### src/rtl/pc11_pkg.sv
// Shared constants for the PC11 tape queue: ARM register map, pc11 register
// indices, FSM encoding, ID word and the fixed CSR words written back to the pc11.
package pc11_pkg;

  localparam logic [1:0] REG_ID   = 2'd0;
  localparam logic [1:0] REG_CNT  = 2'd1;
  localparam logic [1:0] REG_PDAT = 2'd2;
  localparam logic [1:0] REG_CTRL = 2'd3;

  localparam logic [1:0] PC_RCSR = 2'd1;
  localparam logic [1:0] PC_PCSR = 2'd2;

  // 'PQ' in the top half, block type 1 in [15:12], version ORed into [11:0].
  localparam logic [31:0] PQ_ID = 32'h5051_1000;

  localparam logic [31:0] RDR_EOT_WORD  = 32'h0000_8000;
  localparam logic [31:0] PUN_DONE_WORD = 32'h0000_0080;

  typedef enum logic [1:0] {
    ST_IDLE    = 2'd0,
    ST_RDWAIT  = 2'd1,
    ST_PUWAIT  = 2'd2,
    ST_PUSTALL = 2'd3
  } state_t;

  function automatic logic [31:0] rdr_word(input logic [7:0] b);
    return {8'h00, b, 8'h00, 8'h80};
  endfunction

  function automatic logic [1:0] next_poll(input logic [1:0] a);
    return (a == PC_RCSR) ? PC_PCSR : PC_RCSR;
  endfunction

endpackage

### src/rtl/tapeq_fifo.sv
// Byte FIFO with occupancy count; push is dropped when full, pop ignored when empty.
// Same-cycle push and pop both take effect and leave the count unchanged.
module tapeq_fifo #(
  parameter int DEPTH = 16
) (
  input  logic                     clk_i,
  input  logic                     rst_i,
  input  logic                     flush_i,
  input  logic                     push_i,
  input  logic [7:0]               din_i,
  input  logic                     pop_i,
  output logic [7:0]               dout_o,
  output logic                     full_o,
  output logic                     empty_o,
  output logic [$clog2(DEPTH):0]   count_o
);

  localparam int AW = $clog2(DEPTH);
  localparam logic [AW:0] FULL_CNT = (AW+1)'(DEPTH);

  logic [7:0]    mem_q [DEPTH];
  logic [AW-1:0] wptr_q, rptr_q;
  logic [AW:0]   count_q;
  logic          do_push, do_pop;

  assign full_o  = (count_q == FULL_CNT);
  assign empty_o = (count_q == '0);
  assign count_o = count_q;
  assign dout_o  = mem_q[rptr_q];
  assign do_push = push_i && !full_o;
  assign do_pop  = pop_i && !empty_o;

  always_ff @(posedge clk_i) begin
    if (do_push) mem_q[wptr_q] <= din_i;
  end

  always_ff @(posedge clk_i) begin
    if (rst_i || flush_i) begin
      wptr_q  <= '0;
      rptr_q  <= '0;
      count_q <= '0;
    end else begin
      if (do_push) wptr_q <= wptr_q + 1'b1;
      if (do_pop)  rptr_q <= rptr_q + 1'b1;
      case ({do_push, do_pop})
        2'b10:   count_q <= count_q + 1'b1;
        2'b01:   count_q <= count_q - 1'b1;
        default: count_q <= count_q;
      endcase
    end
  end

endmodule

### src/rtl/pc11_tapeq.sv
// Queues paper-tape bytes between an ARM register port and the pc11 register port,
// polling reader/punch CSRs and completing each character after chartime cycles.
module pc11_tapeq
  import pc11_pkg::*;
#(
  parameter int          DEPTH   = 16,
  parameter logic [11:0] VERSION = 12'h001
) (
  input  logic        CLOCK,
  input  logic        RESET,
  input  logic        armwrite,
  input  logic [1:0]  armraddr,
  input  logic [1:0]  armwaddr,
  input  logic [31:0] armwdata,
  output logic [31:0] armrdata,
  output logic        pcwrite,
  output logic [1:0]  pcraddr,
  output logic [1:0]  pcwaddr,
  output logic [31:0] pcwdata,
  input  logic [31:0] pcrdata
);

  localparam int CW = $clog2(DEPTH) + 1;

  state_t        state_q;
  logic          enable_q;
  logic [19:0]   chartime_q, timer_q;
  logic          pcwrite_q;
  logic [1:0]    pcraddr_q, pcwaddr_q;
  logic [31:0]   pcwdata_q;

  logic          arm_push, arm_pop, ctrl_wr, flush;
  logic          rd_busy, pu_busy, expire, rd_pop, pu_fire;
  logic [7:0]    r_dout, p_dout, phead;
  logic          r_full, r_empty, p_full, p_empty;
  logic [CW-1:0] r_count, p_count;
  logic          unused_bits;

  assign arm_push = armwrite && (armwaddr == REG_CNT);
  assign arm_pop  = armwrite && (armwaddr == REG_PDAT);
  assign ctrl_wr  = armwrite && (armwaddr == REG_CTRL);
  assign flush    = ctrl_wr && armwdata[30];

  assign rd_busy = pcrdata[11];
  assign pu_busy = !pcrdata[7];
  assign expire  = (timer_q == '0);
  assign rd_pop  = enable_q && (state_q == ST_RDWAIT) && expire && rd_busy && !r_empty;
  assign pu_fire = enable_q && !p_full &&
                   (((state_q == ST_PUWAIT) && expire && pu_busy) || (state_q == ST_PUSTALL));

  assign phead       = p_empty ? 8'h00 : p_dout;
  assign unused_bits = ^{pcrdata[31:24], pcrdata[14:12], pcrdata[10:8], pcrdata[6:0],
                         armwdata[29:20], r_full};

  tapeq_fifo #(.DEPTH(DEPTH)) u_rdr_fifo (
    .clk_i(CLOCK), .rst_i(RESET), .flush_i(flush),
    .push_i(arm_push), .din_i(armwdata[7:0]), .pop_i(rd_pop),
    .dout_o(r_dout), .full_o(r_full), .empty_o(r_empty), .count_o(r_count)
  );

  tapeq_fifo #(.DEPTH(DEPTH)) u_pun_fifo (
    .clk_i(CLOCK), .rst_i(RESET), .flush_i(flush),
    .push_i(pu_fire), .din_i(pcrdata[23:16]), .pop_i(arm_pop),
    .dout_o(p_dout), .full_o(p_full), .empty_o(p_empty), .count_o(p_count)
  );

  always_comb begin
    armrdata = '0;
    case (armraddr)
      REG_ID:   armrdata = PQ_ID | {20'h0, VERSION};
      REG_CNT:  armrdata = {11'b0, 5'(r_count), 11'b0, 5'(p_count)};
      REG_PDAT: armrdata = {23'b0, !p_empty, phead};
      default:  armrdata = {enable_q, 11'b0, chartime_q};
    endcase
  end

  // pcraddr is held on the CSR under test while waiting so pcrdata re-checks it at expiry.
  always_ff @(posedge CLOCK) begin
    if (RESET) begin
      state_q    <= ST_IDLE;
      enable_q   <= 1'b0;
      chartime_q <= '0;
      timer_q    <= '0;
      pcwrite_q  <= 1'b0;
      pcwaddr_q  <= '0;
      pcwdata_q  <= '0;
      pcraddr_q  <= PC_RCSR;
    end else begin
      pcwrite_q <= 1'b0;
      if (ctrl_wr) begin
        enable_q   <= armwdata[31];
        chartime_q <= armwdata[19:0];
      end
      if (!enable_q) begin
        state_q   <= ST_IDLE;
        pcraddr_q <= (state_q == ST_IDLE) ? next_poll(pcraddr_q) : PC_RCSR;
      end else begin
        case (state_q)
          ST_IDLE: begin
            if (pcraddr_q == PC_RCSR && rd_busy) begin
              state_q <= ST_RDWAIT;
              timer_q <= chartime_q;
            end else if (pcraddr_q == PC_PCSR && pu_busy && !pcrdata[15]) begin
              state_q <= ST_PUWAIT;
              timer_q <= chartime_q;
            end else begin
              pcraddr_q <= next_poll(pcraddr_q);
            end
          end
          ST_RDWAIT: begin
            if (!expire) begin
              timer_q <= timer_q - 20'd1;
            end else begin
              state_q   <= ST_IDLE;
              pcraddr_q <= PC_PCSR;
              if (rd_busy) begin
                pcwrite_q <= 1'b1;
                pcwaddr_q <= PC_RCSR;
                pcwdata_q <= r_empty ? RDR_EOT_WORD : rdr_word(r_dout);
              end
            end
          end
          ST_PUWAIT: begin
            if (!expire) begin
              timer_q <= timer_q - 20'd1;
            end else if (!pu_busy) begin
              state_q   <= ST_IDLE;
              pcraddr_q <= PC_RCSR;
            end else if (p_full) begin
              state_q <= ST_PUSTALL;
            end else begin
              state_q   <= ST_IDLE;
              pcraddr_q <= PC_RCSR;
              pcwrite_q <= 1'b1;
              pcwaddr_q <= PC_PCSR;
              pcwdata_q <= PUN_DONE_WORD;
            end
          end
          ST_PUSTALL: begin
            if (!p_full) begin
              state_q   <= ST_IDLE;
              pcraddr_q <= PC_RCSR;
              pcwrite_q <= 1'b1;
              pcwaddr_q <= PC_PCSR;
              pcwdata_q <= PUN_DONE_WORD;
            end
          end
          default: state_q <= ST_IDLE;
        endcase
      end
    end
  end

  assign pcwrite = pcwrite_q;
  assign pcraddr = pcraddr_q;
  assign pcwaddr = pcwaddr_q;
  assign pcwdata = pcwdata_q;

endmodule

### config.mk
export PLATFORM = sky130hd
export DESIGN_NAME = pc11_tapeq
export DESIGN_NICKNAME = d
export VERILOG_FILES = /design/src/rtl/pc11_pkg.sv /design/src/rtl/tapeq_fifo.sv /design/src/rtl/pc11_tapeq.sv
export SDC_FILE = /design/constraint.sdc
export NUM_CORES = 1
export LEC_CHECK = 0
export ABC_AREA = 1
export CORE_UTILIZATION = 52
export DETAILED_ROUTE_END_ITERATION = 10
export PLACE_DENSITY = 0.88
export SLEW_MARGIN = 5
export SYNTH_ARGS = -nofsm -noshare
export SYNTH_HDL_FRONTEND = slang
export SYNTH_SLANG_ARGS = --single-unit
### constraint.sdc
create_clock -name CLOCK -period 2.6 [get_ports CLOCK]
set_input_delay 0.52 -clock CLOCK [delete_from_list [all_inputs] [get_ports CLOCK]]
set_output_delay 0.52 -clock CLOCK [all_outputs]
set_load 0.1 [all_outputs]
==> impl_results.md, run 1 <==
* Outcome: finished with violations
* Violations in the final reports: setup timing
* Count of buffers inserted at the top-level ports at 79
* Vertical die dimension at 178 um
* Number of buffers added by the clock tree synthesis step at 35
* Number of global-route vias before repair at 12,900
* Maximum number of pins on one net before global-route repair at 73
* TritonCTS clock tree: built
* Maximum buffer depth of the clock tree at 3
* Net count, final at 1,992
* Row count at 63
* Period minus WS final at 2840 ps
* Area inside the core boundary at 30,000 um^2
* Number of maximum-capacitance constraint violations at 0
* Critical path buffer and inverter count at 3
* Element type at the critical path start: flop
* Arrival time at the worst endpoint at 2320 ps
* Max H-tree Level at 2
* Vias per std cell at 5.74
* Crit path top cell by count: sky130_fd_sc_hd__buf_12
* Maximum fanout encountered on the critical timing path at 6
* Worst setup skew after layout at 33.7 ps
* Cell type of the slowest stage on the worst timing path: sky130_fd_sc_hd__dfxtp_4
* Max-Slew Margin vs Limit at 43.8%
* Number of diodes at 0
* Total length of routed wires at 43.7 mm
* Overall power consumption at 12.1 mW
* Power Density at 613 nW/um^2
* Post-route DRC at 0
* Routed via count at 13,300
* Proportion of power drawn by combinational gates at 8.7%
* Final GP Congestion at 0.952
* Pin slew with the least headroom to its limit at 841 ps
* Initial antenna violation count at 0
* CTS Root Buffer Type: sky130_fd_sc_hd__clkbuf_16
* Initial Util at 53.5%
* Leading cell types in the layout, fill and taps excluded: sky130_fd_sc_hd__nand2_1, sky130_fd_sc_hd__edfxtp_1, sky130_fd_sc_hd__inv_1, sky130_fd_sc_hd__nor2_1, sky130_fd_sc_hd__buf_4
* Area added between synthesis and finish at 22.8%
* First-pass GRT wire length at 66.5 mm
* Worst Path Class, Setup: reg2out
* List of cells traversed by the critical path: buf_12 > buf_12 > o211ai_1 > nand3_1 > nand3_2 > nand2_2 > nand2_2 > o211ai_1 > buf_12
* Internal power consumption at 9.16 mW
* Cell Area, Synth at 16,000 um^2
* Commonest non-fill, non-tap cell in the layout: sky130_fd_sc_hd__nand2_1
* Final Max Tran Viols at 0
* Mean post-synth cell area at 9.21 um^2
* Fillcell total at 2,097
* Global route overflow at 0
* Part of the power in registers at 50.0%
* Switching power at 2.90 mW
* Average wire per standard cell at 18.9 um
* Share of cells above drive strength 1 at 16.3%
* Final period utilization at 109%
* DR pass1 iterations at 6
* Max VDD drop at 513 uV
* Worst path required time at 2080 ps
* Antenna Nets Post-Route at 0
* Hold/Removal Path Class: reg2reg
* CTS sink count at 348
* Number of setup violations in the final report at 8
* Setup tns final at -1210 ps
* CP delay by family, top: buffers and inverters
* #FFs+latches synth at 348
* GRT Resource Usage Total at 27.2%
* Hold_ws at 480 ps
* Total count of hold-check failures in the final report at 0
* Count of mapped cells out of synthesis at 1,740
* Count of warnings emitted by yosys at 0
* Clock slew at reported path FFs at 70 ps
* Worst Slack Setup Final at -237 ps
* DIE AREA at 31,500 um^2
* Clock Latency Late Sink at 530 ps
* Setup repair after global routing missed its margin: yes
* Number of top-level design ports at 140
* Distinct cell type count after synthesis at 43
* Portion of total power attributed to the clock network at 41.3%
* Category of the worst setup path capture point: output port
* Switching Fraction at 24.1%
* Fraction of the yosys area taken by sequential cells at 59.5%
* Leakage component of the power at 7.97 nW
* HPWL after DPL at 26.5 mm
* Die boundary width at 178 um
* DRC violation total after the first TritonRoute iteration at 1,662
* Fmax at 353 MHz
* Largest stage delay, worst path at 370 ps
## power by group through the flow
stage,Clock [mW],Sequential [mW],Combinational (mW)
after detailed placement,0,6.14,1.00
after global placement,0,6.14,0.984
after global routing,5.21,6.02,1.12
after CTS,4.99,6.02,1.02
after floorplan,0,6.17,0.651
final,4.98,6.02,1.05
## timing repair
item,4_1_cts,5_1_grt
pin swaps,22,22
endpoints found under the setup margin,11,15
hold buffers,0,0
resized for setup,71,48
gates cloned,6,1
setup buffers,7,3
## sequential cells by signal (all words and copies together) (netlist names), 4 cells and up, named ones only
| signal | cells |
|---|---|
| u_rdr_fifo.mem_q | 128 |
| timer_q | 20 |
| u_rdr_fifo.rptr_q | 4 |
| u_rdr_fifo.wptr_q | 4 |
| u_pun_fifo.wptr_q | 4 |
| pcwdata | 10 |
| u_pun_fifo.count_o | 5 |
| chartime_q | 20 |
| u_pun_fifo.rptr_q | 4 |
| u_rdr_fifo.count_o | 5 |
| u_pun_fifo.mem_q | 128 |
## cell families after synthesis
kind of cell / after synthesis / share of synthesized area, %
AOI/OAI and AO/OA: 277 / 9.35
buffers and inverters: 312 / 8.43
DFF: 348 / 59.5
and+or+nand+nor: 762 / 19.9
other: 1 / 0.0234
adders and majority gates: 25 / 2.00
xor gates and xnor gates: 15 / 0.820
## layout make-up
class / instances / area [um^2] / share of cell area (%)
Clock buffer: 49 / 991 / 5.04
Clock inverter: 15 / 134 / 0.680
Inverter: 208 / 801 / 4.07
Multi-Input combinational cell: 1108 / 5560 / 28.3
Sequential cell: 348 / 9540 / 48.5
Tap cell: 390 / 488 / 2.48
Timing Repair Buffer: 195 / 2160 / 11.0
## per-layer routing
metal  vias up  routed length (um)  global-route usage (%)
met1      6187               15700                    32.7
li1       6006                   -                       -
met4         0                2320                    12.9
met3       198                4160                    4.58
met5         -                   0                       0
met2       878               21500                    47.4
## synthesized netlist by cell type, drive strengths merged
master    n  area, um^2
o221ai    1        8.76
nand3b    3        22.5
o22ai     3        18.8
nor2    187         737
a31o      1        8.76
o211ai   27         203
or2      17         106
and2      1        6.26
inv     208         781
nand4     9        62.6
edfxtp  256        7690
fa        1        20.0
buf      61         408
conb      1        3.75
nor3     17        85.1
xor2     13         114
dfxtp    92        1840
nand2   408        1550
clkbuf   43         161
o21a      2        15.0
a211oi    4        30.0
o21ai   132         672
xnor2     2        17.5
and3b     1        8.76
nor3b     1        7.51
o31ai     1        7.51
ha       24         300
a21oi   106         534
nand3   118         603
## final timing paths
| check | startpoint | endpoint | slack (ps) | depth (start not counted) |
|---|---|---|---|---|
| worst max register to register | timer_q[5] | u_rdr_fifo.count_o[4] | 80 | 13 |
| worst min register to register | pcwdata[7] | pcwdata[7] | 480 | 2 |
| worst min-delay path | pcwdata[7] | pcwdata[7] | 480 | 2 |
| worst max-delay path | flop | armrdata[3] | -240 | 9 |
## worst min-delay path: cells and delay by family, from the launching register on
family,cells,cell delay [ps]
flops,1,320
simple gates,1,60
compound gates,1,60
## metrics by stage
stage	setup WS (ps)	util, %	cells	cell area, um^2
final	-237	65.7	2313	19700
after floorplan	-259	-	1768	16200
after global placement	-210	59.8	2232	17900
after detailed placement	-263	59.8	2232	17900
after global routing	-302	65.7	2313	19700
after CTS	-104	65.0	2309	19500
Note: power is estimated with default switching activity, not from simulation.
==> run 2: changes to the inputs <==
--- a/config.mk
+++ b/config.mk
@@ -9,6 +9,7 @@
 export CORE_UTILIZATION = 52
 export DETAILED_ROUTE_END_ITERATION = 10
 export PLACE_DENSITY = 0.88
+export RECOVER_POWER = 50
 export SLEW_MARGIN = 5
 export SYNTH_ARGS = -nofsm -noshare
 export SYNTH_HDL_FRONTEND = slang
==> run 2 against run 1 <==
The flow still finishes with violations (setup timing); total power is 0.29% lower; global-route usage stayed put; critical path depth stayed put; critical endpoint unchanged; largest cell class unchanged; highest routed layer unchanged.
==> impl_results.md, run 2 (synthesis results as in run 1) <==
* DIE AREA at 31,500 um^2
* Number of setup violations in the final report at 10
* CP delay by family, top: buffers and inverters
* Die boundary width at 178 um
* HPWL after DPL at 26.5 mm
* Initial Util at 53.5%
* Setup tns final at -1340 ps
* Pin slew with the least headroom to its limit at 1180 ps
* Number of buffers added by the clock tree synthesis step at 35
* Initial antenna violation count at 0
* Cell type of the slowest stage on the worst timing path: sky130_fd_sc_hd__dfxtp_4
* Fmax at 350 MHz
* Clock slew at reported path FFs at 70 ps
* GRT Resource Usage Total at 27.2%
* Cells on worst reg2reg path at 13
* Vertical die dimension at 178 um
* Reg-to-reg critical path endpoint: u_rdr_fifo.count_o[3]
* DR pass1 iterations at 6
* Endpoint with the worst hold slack: pcwdata[7]
* Violations in the final reports: setup timing
* Share of cells above drive strength 1 at 14.7%
* Routed via count at 13,300
* Non-filler instance count after layout at 2,313
* CTS sink count at 348
* Crit path top cell by count: sky130_fd_sc_hd__buf_12
* Max H-tree Level at 2
* Leading registers by flop count: u_pun_fifo.mem_q x128, u_rdr_fifo.mem_q x128
* Vias per std cell at 5.73
* Clock Latency Late Sink at 530 ps
* Count of buffers inserted at the top-level ports at 79
* Critical hold path startpoint: pcwdata[7]
* Category of the worst setup path capture point: output port
* Area added between synthesis and finish at 22.0%
* TritonCTS clock tree: built
* Worst Slack Setup Final at -255 ps
* Setup repair after global routing missed its margin: yes
* Number of global-route vias before repair at 12,900
* Final GP Congestion at 0.952
* Worst path required time at 2080 ps
* Critical path buffer and inverter count at 3
* Worst Path Class, Setup: reg2out
* Number of cells on the worst hold path at 2
* Setup slack of the most critical reg-to-reg path at -50 ps
* Final Max Tran Viols at 0
* Average wire per standard cell at 18.9 um
* Maximum fanout encountered on the critical timing path at 6
* Outcome: finished with violations
* Max VDD drop at 515 uV
* Number of top-level design ports at 140
* Number of maximum-capacitance constraint violations at 0
* List of cells traversed by the critical path: buf_12 > buf_12 > o211ai_1 > nand3_1 > nand3_2 > nand2_2 > nand2_2 > o211ai_1 > buf_12
* Net count, final at 1,992
* First-pass GRT wire length at 66.5 mm
* Leakage component of the power at 7.87 nW
* Fillcell total at 2,145
* Maximum buffer depth of the clock tree at 3
* Hold_ws at 478 ps
* Hold/Removal Path Class: reg2reg
* Maximum number of pins on one net before global-route repair at 73
* Final period utilization at 110%
* Power Density at 615 nW/um^2
* Element type at the critical path start: flop
* Max-Slew Margin vs Limit at 22.0%
* Post-CTS Hold Fix Bufs at 0
* Commonest non-fill, non-tap cell in the layout: sky130_fd_sc_hd__nand2_1
* Period minus WS final at 2850 ps
* Number of diodes at 0
* Global route overflow at 0
* Leading cell types in the layout, fill and taps excluded: sky130_fd_sc_hd__nand2_1, sky130_fd_sc_hd__edfxtp_1, sky130_fd_sc_hd__inv_1, sky130_fd_sc_hd__nor2_1, sky130_fd_sc_hd__nand3_1
* DRC violation total after the first TritonRoute iteration at 1,609
* Antenna Nets Post-Route at 0
* Row count at 63
* Post-route DRC at 0
* Total count of hold-check failures in the final report at 0
* Total instance count after detailed placement at 2,232
* Total length of routed wires at 43.7 mm
* CTS Root Buffer Type: sky130_fd_sc_hd__clkbuf_16
* Worst setup skew after layout at 31.4 ps
* Arrival time at the worst endpoint at 2330 ps
* Largest stage delay, worst path at 370 ps
* Area inside the core boundary at 30,000 um^2
* Reg2Reg Launch Point: timer_q[5]
run 2: changes by cell type in the layout (fill, tap and decap cells not counted), moves of 2 or more:
| cell | before | now |
|---|---|---|
| sky130_fd_sc_hd__dlygate4sd3_1 | 0 | 17 |
| sky130_fd_sc_hd__nand2_1 | 396 | 398 |
| sky130_fd_sc_hd__nand2_2 | 10 | 8 |
| sky130_fd_sc_hd__clkbuf_2 | 0 | 3 |
| sky130_fd_sc_hd__nor2_4 | 7 | 5 |
| sky130_fd_sc_hd__clkdlybuf4s50_1 | 39 | 22 |
| sky130_fd_sc_hd__nor2_1 | 173 | 176 |
| sky130_fd_sc_hd__buf_4 | 111 | 85 |
| sky130_fd_sc_hd__clkbuf_1 | 10 | 33 |
run 2: how the worst max path moves through the flow:
stage                                 end  slack, ps  cells past startpoint
finish                        armrdata[3]       -250                      9
global route                  armrdata[3]       -300                      9
CTS                           armrdata[4]       -100                     10
detailed placement  u_pun_fifo.count_o[4]       -260                     15
global placement    u_pun_fifo.count_o[4]       -210                     15
floorplan                    armrdata[17]       -260                      3
run 2: where the power goes:
group          internal [mW]  switching [mW]
Sequential              5.99          0.0325
Combinational          0.266           0.751
Clock                   2.88            2.11
Total                   9.13            2.89
run 2: per-stage QoR:
stage | power [mW] | area, um^2 | setup WS [ps] | util [%]
finish | 12.0 | 19500 | -255 | 65.3
global route | 12.3 | 19500 | -302 | 65.3
CTS | 12.0 | 19500 | -104 | 65.0
detailed placement | 7.14 | 17900 | -263 | 59.8
global placement | 7.12 | 17900 | -210 | 59.8
floorplan | 6.83 | 16200 | -259 | -
run 2: layout make-up:
cell class,count,area (um^2),share of cell area [%]
clock buffer,49,991,5.07
tap,390,488,2.50
timing repair buffer,195,2070,10.6
inverter,208,801,4.10
clock inverter,15,134,0.685
multi-input combinational,1108,5530,28.3
sequential,348,9540,48.8
run 2: worst reg2reg max path, cell delays in order, from the launching register on:
cell	delay (ps)
sky130_fd_sc_hd__dfxtp_1	360
sky130_fd_sc_hd__nor2_1	180
sky130_fd_sc_hd__nand2_1	140
sky130_fd_sc_hd__nor3_1	200
sky130_fd_sc_hd__nand3_1	200
sky130_fd_sc_hd__nor2_1	290
sky130_fd_sc_hd__ha_4	210
sky130_fd_sc_hd__ha_1	290
sky130_fd_sc_hd__nand2_1	90
sky130_fd_sc_hd__nor2_1	60
sky130_fd_sc_hd__a211oi_2	230
sky130_fd_sc_hd__xnor2_1	130
sky130_fd_sc_hd__o21ai_1	120
sky130_fd_sc_hd__inv_1	40
run 2: per-layer routing:
layer  GRT usage (%)  vias up  share of wire [%]
li1                -     6008                  -
met1            32.7     6224                 36
met2            47.4      838                 50
met3            4.58      188                9.0
met4            12.9        0                5.1
met5               0        -                  0
run 2: repair_timing:
| action | in CTS | in global routing |
|---|---|---|
| setup endpoints to repair | 11 | 15 |
| buffers inserted | 7 | 3 |
| pin swaps | 22 | 22 |
| resized for setup | 71 | 48 |
| cloned | 6 | 1 |
